**config.mk**
```make
export PLATFORM = sky130hd
export DESIGN_NAME = spi_ram_target
export DESIGN_NICKNAME = d
export VERILOG_FILES = /design/src/rtl/spi_ram_target.sv
export SDC_FILE = /design/constraint.sdc
export NUM_CORES = 2
export LEC_CHECK = 0
export BUFFER_PORTS_ARGS = -buffer_cell sky130_fd_sc_hd__buf_2
export CAP_MARGIN = 15
export CORE_ASPECT_RATIO = 1.4
export CORE_MARGIN = 8
export CORE_UTILIZATION = 35
export DETAILED_ROUTE_END_ITERATION = 12
export GPL_TIMING_DRIVEN = 0
export PLACE_DENSITY = 0.55
export RECOVER_POWER = 25
export SLEW_MARGIN = 25
export SYNTH_ARGS = -nofsm -noshare
export SYNTH_HDL_FRONTEND = slang
export SYNTH_SLANG_ARGS = --single-unit
```
**constraint.sdc**
```tcl
create_clock -name clk -period 35.6 [get_ports clk]
set_input_delay 7.12 -clock clk [delete_from_list [all_inputs] [get_ports clk]]
set_output_delay 7.12 -clock clk [all_outputs]
set_load 0.005 [all_outputs]
```
**src/rtl/spi_ram_target.sv**
```systemverilog
// Mode-0 SPI responder emulating the external program RAM (0x03 READ / 0x02 WRITE, 16-bit address).
// MISO updates 2 clk after a SCK fall; no backpressure, the initiator must hold SCK phases >= 2 clk.
module spi_ram_target #(
  parameter int   ADDR_BITS  = 8,
  parameter logic RESET_MISO = 1'b0
) (
  input  logic                 clk,
  input  logic                 rst_n,
  input  logic                 spi_cs_n,
  input  logic                 spi_sck,
  input  logic                 spi_mosi,
  output logic                 spi_miso,
  input  logic                 ld_en,
  input  logic [ADDR_BITS-1:0] ld_addr,
  input  logic [7:0]           ld_data,
  output logic                 busy,
  output logic                 cmd_err,
  output logic [7:0]           last_cmd
);

  localparam int MEM_DEPTH = 1 << ADDR_BITS;

  typedef enum logic [2:0] {IDLE, CMD, ADDR, READ, WRITE, IGNORE} state_t;

  state_t state, state_nxt;

  logic                 cs_q, sck_q, sck_prev, mosi_q;
  logic                 sck_rise, sck_fall;
  logic [3:0]           bit_cnt;
  logic [7:0]           rx_shift, rx_next;
  logic [ADDR_BITS-1:0] addr_shift, addr_next;
  logic [ADDR_BITS-1:0] addr, addr_inc;
  logic [7:0]           tx_shift;
  logic                 cmd_done, addr_done, byte_done;
  logic                 mem_we;
  logic [ADDR_BITS-1:0] mem_waddr;
  logic [7:0]           mem_wdata;
  logic [7:0]           mem [0:MEM_DEPTH-1];

  always_ff @(posedge clk) begin
    if (!rst_n) begin
      cs_q     <= 1'b1;
      sck_q    <= 1'b0;
      sck_prev <= 1'b0;
      mosi_q   <= 1'b0;
    end else begin
      cs_q     <= spi_cs_n;
      sck_q    <= spi_sck;
      sck_prev <= sck_q;
      mosi_q   <= spi_mosi;
    end
  end

  assign sck_rise  = sck_q & ~sck_prev;
  assign sck_fall  = ~sck_q & sck_prev;
  // Upper shifted bits fall off the top, which gives the address aliasing.
  assign rx_next   = 8'({rx_shift, mosi_q});
  assign addr_next = ADDR_BITS'({addr_shift, mosi_q});
  assign addr_inc  = addr + ADDR_BITS'(1);
  assign busy      = (state != IDLE);

  always_ff @(posedge clk) begin
    if (!rst_n) state <= IDLE;
    else        state <= state_nxt;
  end

  always_comb begin
    state_nxt = state;
    cmd_done  = 1'b0;
    addr_done = 1'b0;
    byte_done = 1'b0;
    if (cs_q) begin
      state_nxt = IDLE;
    end else begin
      case (state)
        IDLE: state_nxt = CMD;
        CMD: begin
          if (sck_rise && bit_cnt == 4'd7) begin
            cmd_done  = 1'b1;
            state_nxt = ADDR;
          end
        end
        ADDR: begin
          if (sck_rise && bit_cnt == 4'd15) begin
            addr_done = 1'b1;
            case (last_cmd)
              8'h03:   state_nxt = READ;
              8'h02:   state_nxt = WRITE;
              default: state_nxt = IGNORE;
            endcase
          end
        end
        READ, WRITE: byte_done = sck_rise && (bit_cnt[2:0] == 3'd7);
        default: state_nxt = state;
      endcase
    end
  end

  always_ff @(posedge clk) begin
    if (!rst_n) begin
      bit_cnt    <= '0;
      rx_shift   <= '0;
      addr_shift <= '0;
      addr       <= '0;
      tx_shift   <= '0;
      spi_miso   <= RESET_MISO;
      cmd_err    <= 1'b0;
      last_cmd   <= 8'h00;
    end else if (cs_q) begin
      bit_cnt  <= '0;
      rx_shift <= '0;
      spi_miso <= RESET_MISO;
    end else begin
      case (state)
        CMD: begin
          if (sck_rise) begin
            rx_shift <= rx_next;
            bit_cnt  <= cmd_done ? 4'd0 : bit_cnt + 4'd1;
            if (cmd_done) last_cmd <= rx_next;
          end
        end
        ADDR: begin
          if (sck_rise) begin
            addr_shift <= addr_next;
            bit_cnt    <= addr_done ? 4'd0 : bit_cnt + 4'd1;
            if (addr_done) begin
              addr <= addr_next;
              if (last_cmd == 8'h03) tx_shift <= mem[addr_next];
              if (last_cmd != 8'h03 && last_cmd != 8'h02) cmd_err <= 1'b1;
            end
          end
        end
        READ: begin
          if (sck_fall) begin
            spi_miso <= tx_shift[7];
            tx_shift <= {tx_shift[6:0], 1'b0};
          end
          if (sck_rise) begin
            bit_cnt <= byte_done ? 4'd0 : bit_cnt + 4'd1;
            if (byte_done) begin
              addr     <= addr_inc;
              tx_shift <= mem[addr_inc];
            end
          end
        end
        WRITE: begin
          if (sck_rise) begin
            rx_shift <= rx_next;
            bit_cnt  <= byte_done ? 4'd0 : bit_cnt + 4'd1;
            if (byte_done) addr <= addr_inc;
          end
        end
        default: bit_cnt <= '0;
      endcase
    end
  end

  // Single write port: SPI owns it while busy, the load port only when idle.
  always_comb begin
    mem_we    = 1'b0;
    mem_waddr = ld_addr;
    mem_wdata = ld_data;
    if (state == WRITE && byte_done && rst_n) begin
      mem_we    = 1'b1;
      mem_waddr = addr;
      mem_wdata = rx_next;
    end else if (ld_en && state == IDLE) begin
      mem_we = 1'b1;
    end
  end

  always_ff @(posedge clk) begin
    if (mem_we) mem[mem_waddr] <= mem_wdata;
  end

endmodule

```
# After elaboration in Yosys (flattened, before gate mapping)
# Memories as Yosys holds them, arrays and structs flattened.
# Cells that the tools add are included.
# op_classes
add_sub_neg	2
multipliers	0
n_div	0
n_lt_le_gt_ge	0
eq_ne	19
shifts	0
muxes	37
bitwise	6
n_reduce_logical	24
# ops
operator	n
two-way mux 8 bit	12
case mux 8 bit (2 select lines)	2
two-way mux 4 bit	6
== test 8 x 2 -> 1 bit (second input constant)	2
inequality test 8 x 2 -> 1 bit (second input constant)	2
two-way mux 1 bit	12
inequality test 2 bit (second input constant)	6
case mux 4 bit (3 select lines)	1
AND reduction 5 bit	2
case mux 3 bit (3 select lines)	1
AND reduction 3 bit	3
adder 8 x 1 -> 8 bit (second input constant)	1
logical AND 1 bit	7
== test 3 x 2 -> 1 bit (second input constant)	2
== test 3 bit (second input constant)	2
two-way mux 3 bit	2
case mux 3 bit (2 select lines)	1
AND reduction 6 bit	1
nonzero test 3 bit	2
OR reduction 2 bit	3
adder 4 x 1 -> 4 bit (second input constant)	1
== test 4 x 3 -> 1 bit (second input constant)	1
== test 4 bit (second input constant)	1
inequality test 2 x 1 -> 1 bit (second input constant)	2
other kinds (7)	13
# totals
register_bits	51
latch_bits	0
mem_bits_rw	2048
mem_bits_ro	0
input_bits	22
output_inout_bits	11
word_cells	102
memories	1
# memory_table
name	words	word_bits	rd	rd_clocked_by_memory_dff	write_ports	line	rtl
mem	256	8	2	0	1	38	logic [7:0] mem [0:MEM_DEPTH-1];

# Longest topological paths before layout
# depth
ltp_word	10
ltp_mapped	14
mapped_depth_nobuf	9

# Least setup slack after synthesis
# Ideal clock, no wire load.
# synth_path
path_kind	in2reg
from	input rst_n
to	memory mem[0][0] (data pin)
setup_ps	2189
arrival_time_ps	17631
required_time_ps	33411
slack_ps	15780
cell_stages	4
n_path_buf	2
cell_sequence	nand4_1 buf_2 clkbuf_1 o21ai_0
# synth_via
elab_chain_len	2
# synth_rtl
element	line	rtl
start: declaration	8	input logic rst_n,
logical AND 1 bit	163	if (state == WRITE && byte_done && rst_n) begin
two-way mux 8 bit	163	
via mem_wdata[0]	37	logic [7:0] mem_wdata;
end: declaration	38	
# The timed path passes the listed nets, and every way through them passes these cells.

# Worst setup path after layout
# layout_path
from	input rst_n
to	memory mem[161][0] (data pin)
# The elaborated chain is that of the path after synthesis.

==> flow_summary_export.csv <==
group,metric,value,unit
outcome,status,"complete, but fails checks",
outcome,violations,"design-rule violations, max-capacitance violations, max-slew violations",
floorplan,dieArea,302200,sq um
yosys,yosysTopAreaCellShare,0.6173,
global_routing,grt_usage,0.3861,
timing,setup_ws,21.68,ns
place,dpl_cell_area,108400,sq um
worst_setup_path,crit_type,"primary input to flop",
route,drc,2,
timing,fin_skew,0.08733,ns
worst_setup_path,cp_common_cell,"clkbuf_1",
worst_setup_path,critical_path.startpoint_type,"primary input",
floorplan,die-width,466.9,um
clock_network,cts_setup_buffers,0,
timing,grt_setup_unrepaired,"false",
clock_network,insertion_delay,1.00,ns
timing,tightest_slew,3.345,ns
worst_setup_path,cp_top_family,"buffers and inverters",
worst_setup_path,worstPathArrival,14.71,ns
clock_network,cts_sinks,2099,
worst_hold_path,hp-class,"flop to flop",
timing,hold_violations,0,
place,dp_hpwl,446.0,mm
yosys,postSynthAreaPerCell,18.73,sq um
clock_network,tritoncts.num_buffers,221,
clock_network,tritoncts,"done",
floorplan,ios,33,
floorplan,start_util,0.3506,
route,drt_iter0_drc,12400,
global_routing,grt_pass1_vias,64490,
place,post-place-cells,9229,
yosys,synth_edf_count,2048,
place,gp_congestion,1.070,
worst_setup_path,cp_max_fo,32,
worst_setup_path,endpoint_kind,"flop",
timing,finalCritPeriodShare,0.3910,
clock_network,clk_path_buf_depth,4,
yosys,synth-seq-area-share,0.6276,
yosys,postSynth.asyncResetShare,0,
floorplan,dieHeight,647.3,um
yosys,synth_top_area_cell,"edfxtp_1",
clock_network,clock-root-buffer,"clkbuf_16",
timing,fin_crit,13.92,ns
finish,post_route_cells_drive_above_1_share,0.3536,
clock_network,h-tree-depth,4,
power,vdd_ir_drop_max,0.00004067,V
worst_setup_path,crit_chain,"clkbuf_1 > nand4_1 > clkbuf_1 > clkbuf_1 > o21ai_0 > clkbuf_1 > clkbuf_1 > buf_16 > buf_16",
global_routing,antenna_found_initial,87,
worst_setup_path,critPathRequiredTime,36.39,ns
global_routing,grt_max_degree,73,
floorplan,core,284200,sq um
route,first_pass_iters,12,
global_routing,gr-total-overflow,0,
yosys,ys.warnings.count,0,
job,max_cap_viol_count,19,
yosys,netlist_instances,5318,
timing,fin_setup_tns,0,ns
timing,finalSetupViolations,0,
route,via_per_inst,7.194,
yosys,synth_area,99620,sq um
timing,maxSlewHeadroom,-1.230,
yosys,ys_seq_elements,2099,
clock_network,clkTransAtPathRegs,0.06,ns
clock_network,cts_hold_buf,0,
worst_setup_path,critPathMaxStageDelay,2.15,ns
power,p_leak,34.40,nW
timing,max_freq,71.84,MHz
place,preCtsSetupSlack,23.13,ns
floorplan,fp-row-count,232,
finish,final_util,0.4046,
yosys,synth_area_leaders,"edfxtp_1 62%, mux4_2 23%, mux2i_1 3.1%",
route,final_antenna_net_count,0,
yosys,synth_top_flop_cell,"edfxtp_1",
clock_network,cts_resized,0,
timing,drv_slew,895,
place,port_buffers,32,
worst_setup_path,cpMaxStageDelayCell,"o21ai_0",
yosys,synth_nets,5343,
finish,final_area,115000,sq um
timing,hold_ws,0.4715,ns
route,routed_wl,597.5,mm
finish,final_cells,9695,
worst_setup_path,path_buf_inv,7,
finish,fin_nets,5733,
route,num_vias,69740,
global_routing,grt_pass1_wl,739.5,mm
yosys,ys_types,86,
power,powerDensity,45.65,nW/um^2
power,finalPower,5.248,mW
route,routedWlPerCell,61.63,um
finish,syn2layout_area_growth,15.41,%
==> per-layer routing <==
metal  vias up  wire length (um)  global-route usage
li1      23560                 -                   -
met1     37360            191400              0.4262
met2      6645            262200              0.5785
met3      2156             65480              0.1161
met4        20             78070              0.3938
met5         -               324            0.005580
==> area by class of cell <==
class	count	area, sq um
antenna	66	165.2
buffer	423	2704
clock buffer	272	5794
clock inverter	128	1091
fill	25230	169200
inverter	14	52.55
multi-input combinational	2782	35190
sequential	2099	62520
tap	3744	4684
timing repair buffer	167	2775
==> kinds of logic (layout without fill, tap and decap cells) <==
family | count (synthesis) | count (layout) | share of synthesized area
adders and majority gates | 3 | 3 | 0.0003768
other | 0 | 66 | 0
and+or+nand+nor | 899 | 899 | 0.04112
xor gates and xnor gates | 8 | 8 | 0.001080
DFF | 2099 | 2099 | 0.6276
muxes | 1359 | 1359 | 0.2670
buffers and inverters | 437 | 1004 | 0.02645
AOI/OAI and AO/OA | 513 | 513 | 0.03638
==> placed cells by master (no fill, tap or decap), types with 14 or more instances in the layout <==
cell type,synthesis,layout
edfxtp_1,2048,2048
mux4_2,1009,1009
mux2i_1,313,310
nand2_1,258,258
clkbuf_16,0,223
nor2_2,1,179
nor2_1,338,151
buf_2,106,141
buf_4,119,126
clkbuf_1,124,126
o221ai_1,107,107
a21oi_1,95,95
nand3_1,84,84
clkbuf_2,0,72
o21ai_0,71,69
diode_2,0,66
buf_6,49,66
buf_16,0,59
dfxtp_1,51,51
clkinv_1,0,50
clkinv_2,0,42
o22ai_1,41,37
nor3_1,38,34
a22oi_1,33,33
buf_12,2,33
nand2b_1,29,27
nor2b_1,31,27
a31oi_1,23,22
mux4_1,20,20
nand4_1,18,18
and3_1,17,17
mux2_2,15,15
bufinv_16,0,15
a32oi_1,14,14
==> power by group <==
group	switching [mW]	total (mW)	leakage, nW	internal, mW
clock	1.07	2.34	3.36	1.26
combinational	0.153	0.196	12.2	0.0433
sequential	0.00151	2.72	18.8	2.71
==> state kept, by name (all words and copies together), names as in the netlist, 3 cells and up <==
signal      count
addr            8
addr_shift      7
bit_cnt         4
last_cmd        8
mem          2048
rx_shift        7
state           3
tx_shift        8
==> synthesized netlist by cell type (all sizes together) (6+ instances only) <==
master and number:
a211oi 15, a21oi 96, a221oi 13, a22o 11
a22oi 33, a311oi 12, a31oi 23, a32oi 14
and2 17, and3 17, buf 298, clkbuf 125
dfxtp 51, edfxtp 2048, inv 14, mux2 15
mux2i 313, mux4 1031, nand2 259, nand2b 29
nand3 86, nand3b 10, nand4 18, nor2 339
nor2b 31, nor3 40, nor3b 8, nor4 11
o2111ai 10, o211ai 9, o21ai 74, o221ai 108
o22ai 41, o311ai 6, o31ai 8, or3 11
or4 7
==> path summary, 6_finish.rpt <==
kind	to	slack, ns	startpoint	cells after the start
min reg2reg	cmd_err	0.47	cmd_err	1
min	cmd_err	0.47	cmd_err	1
max	mem[161][0]	21.68	rst_n	9
max reg2reg	mem[161][0]	26.31	mosi_q	13
Note: power is estimated with default switching activity, not from simulation.
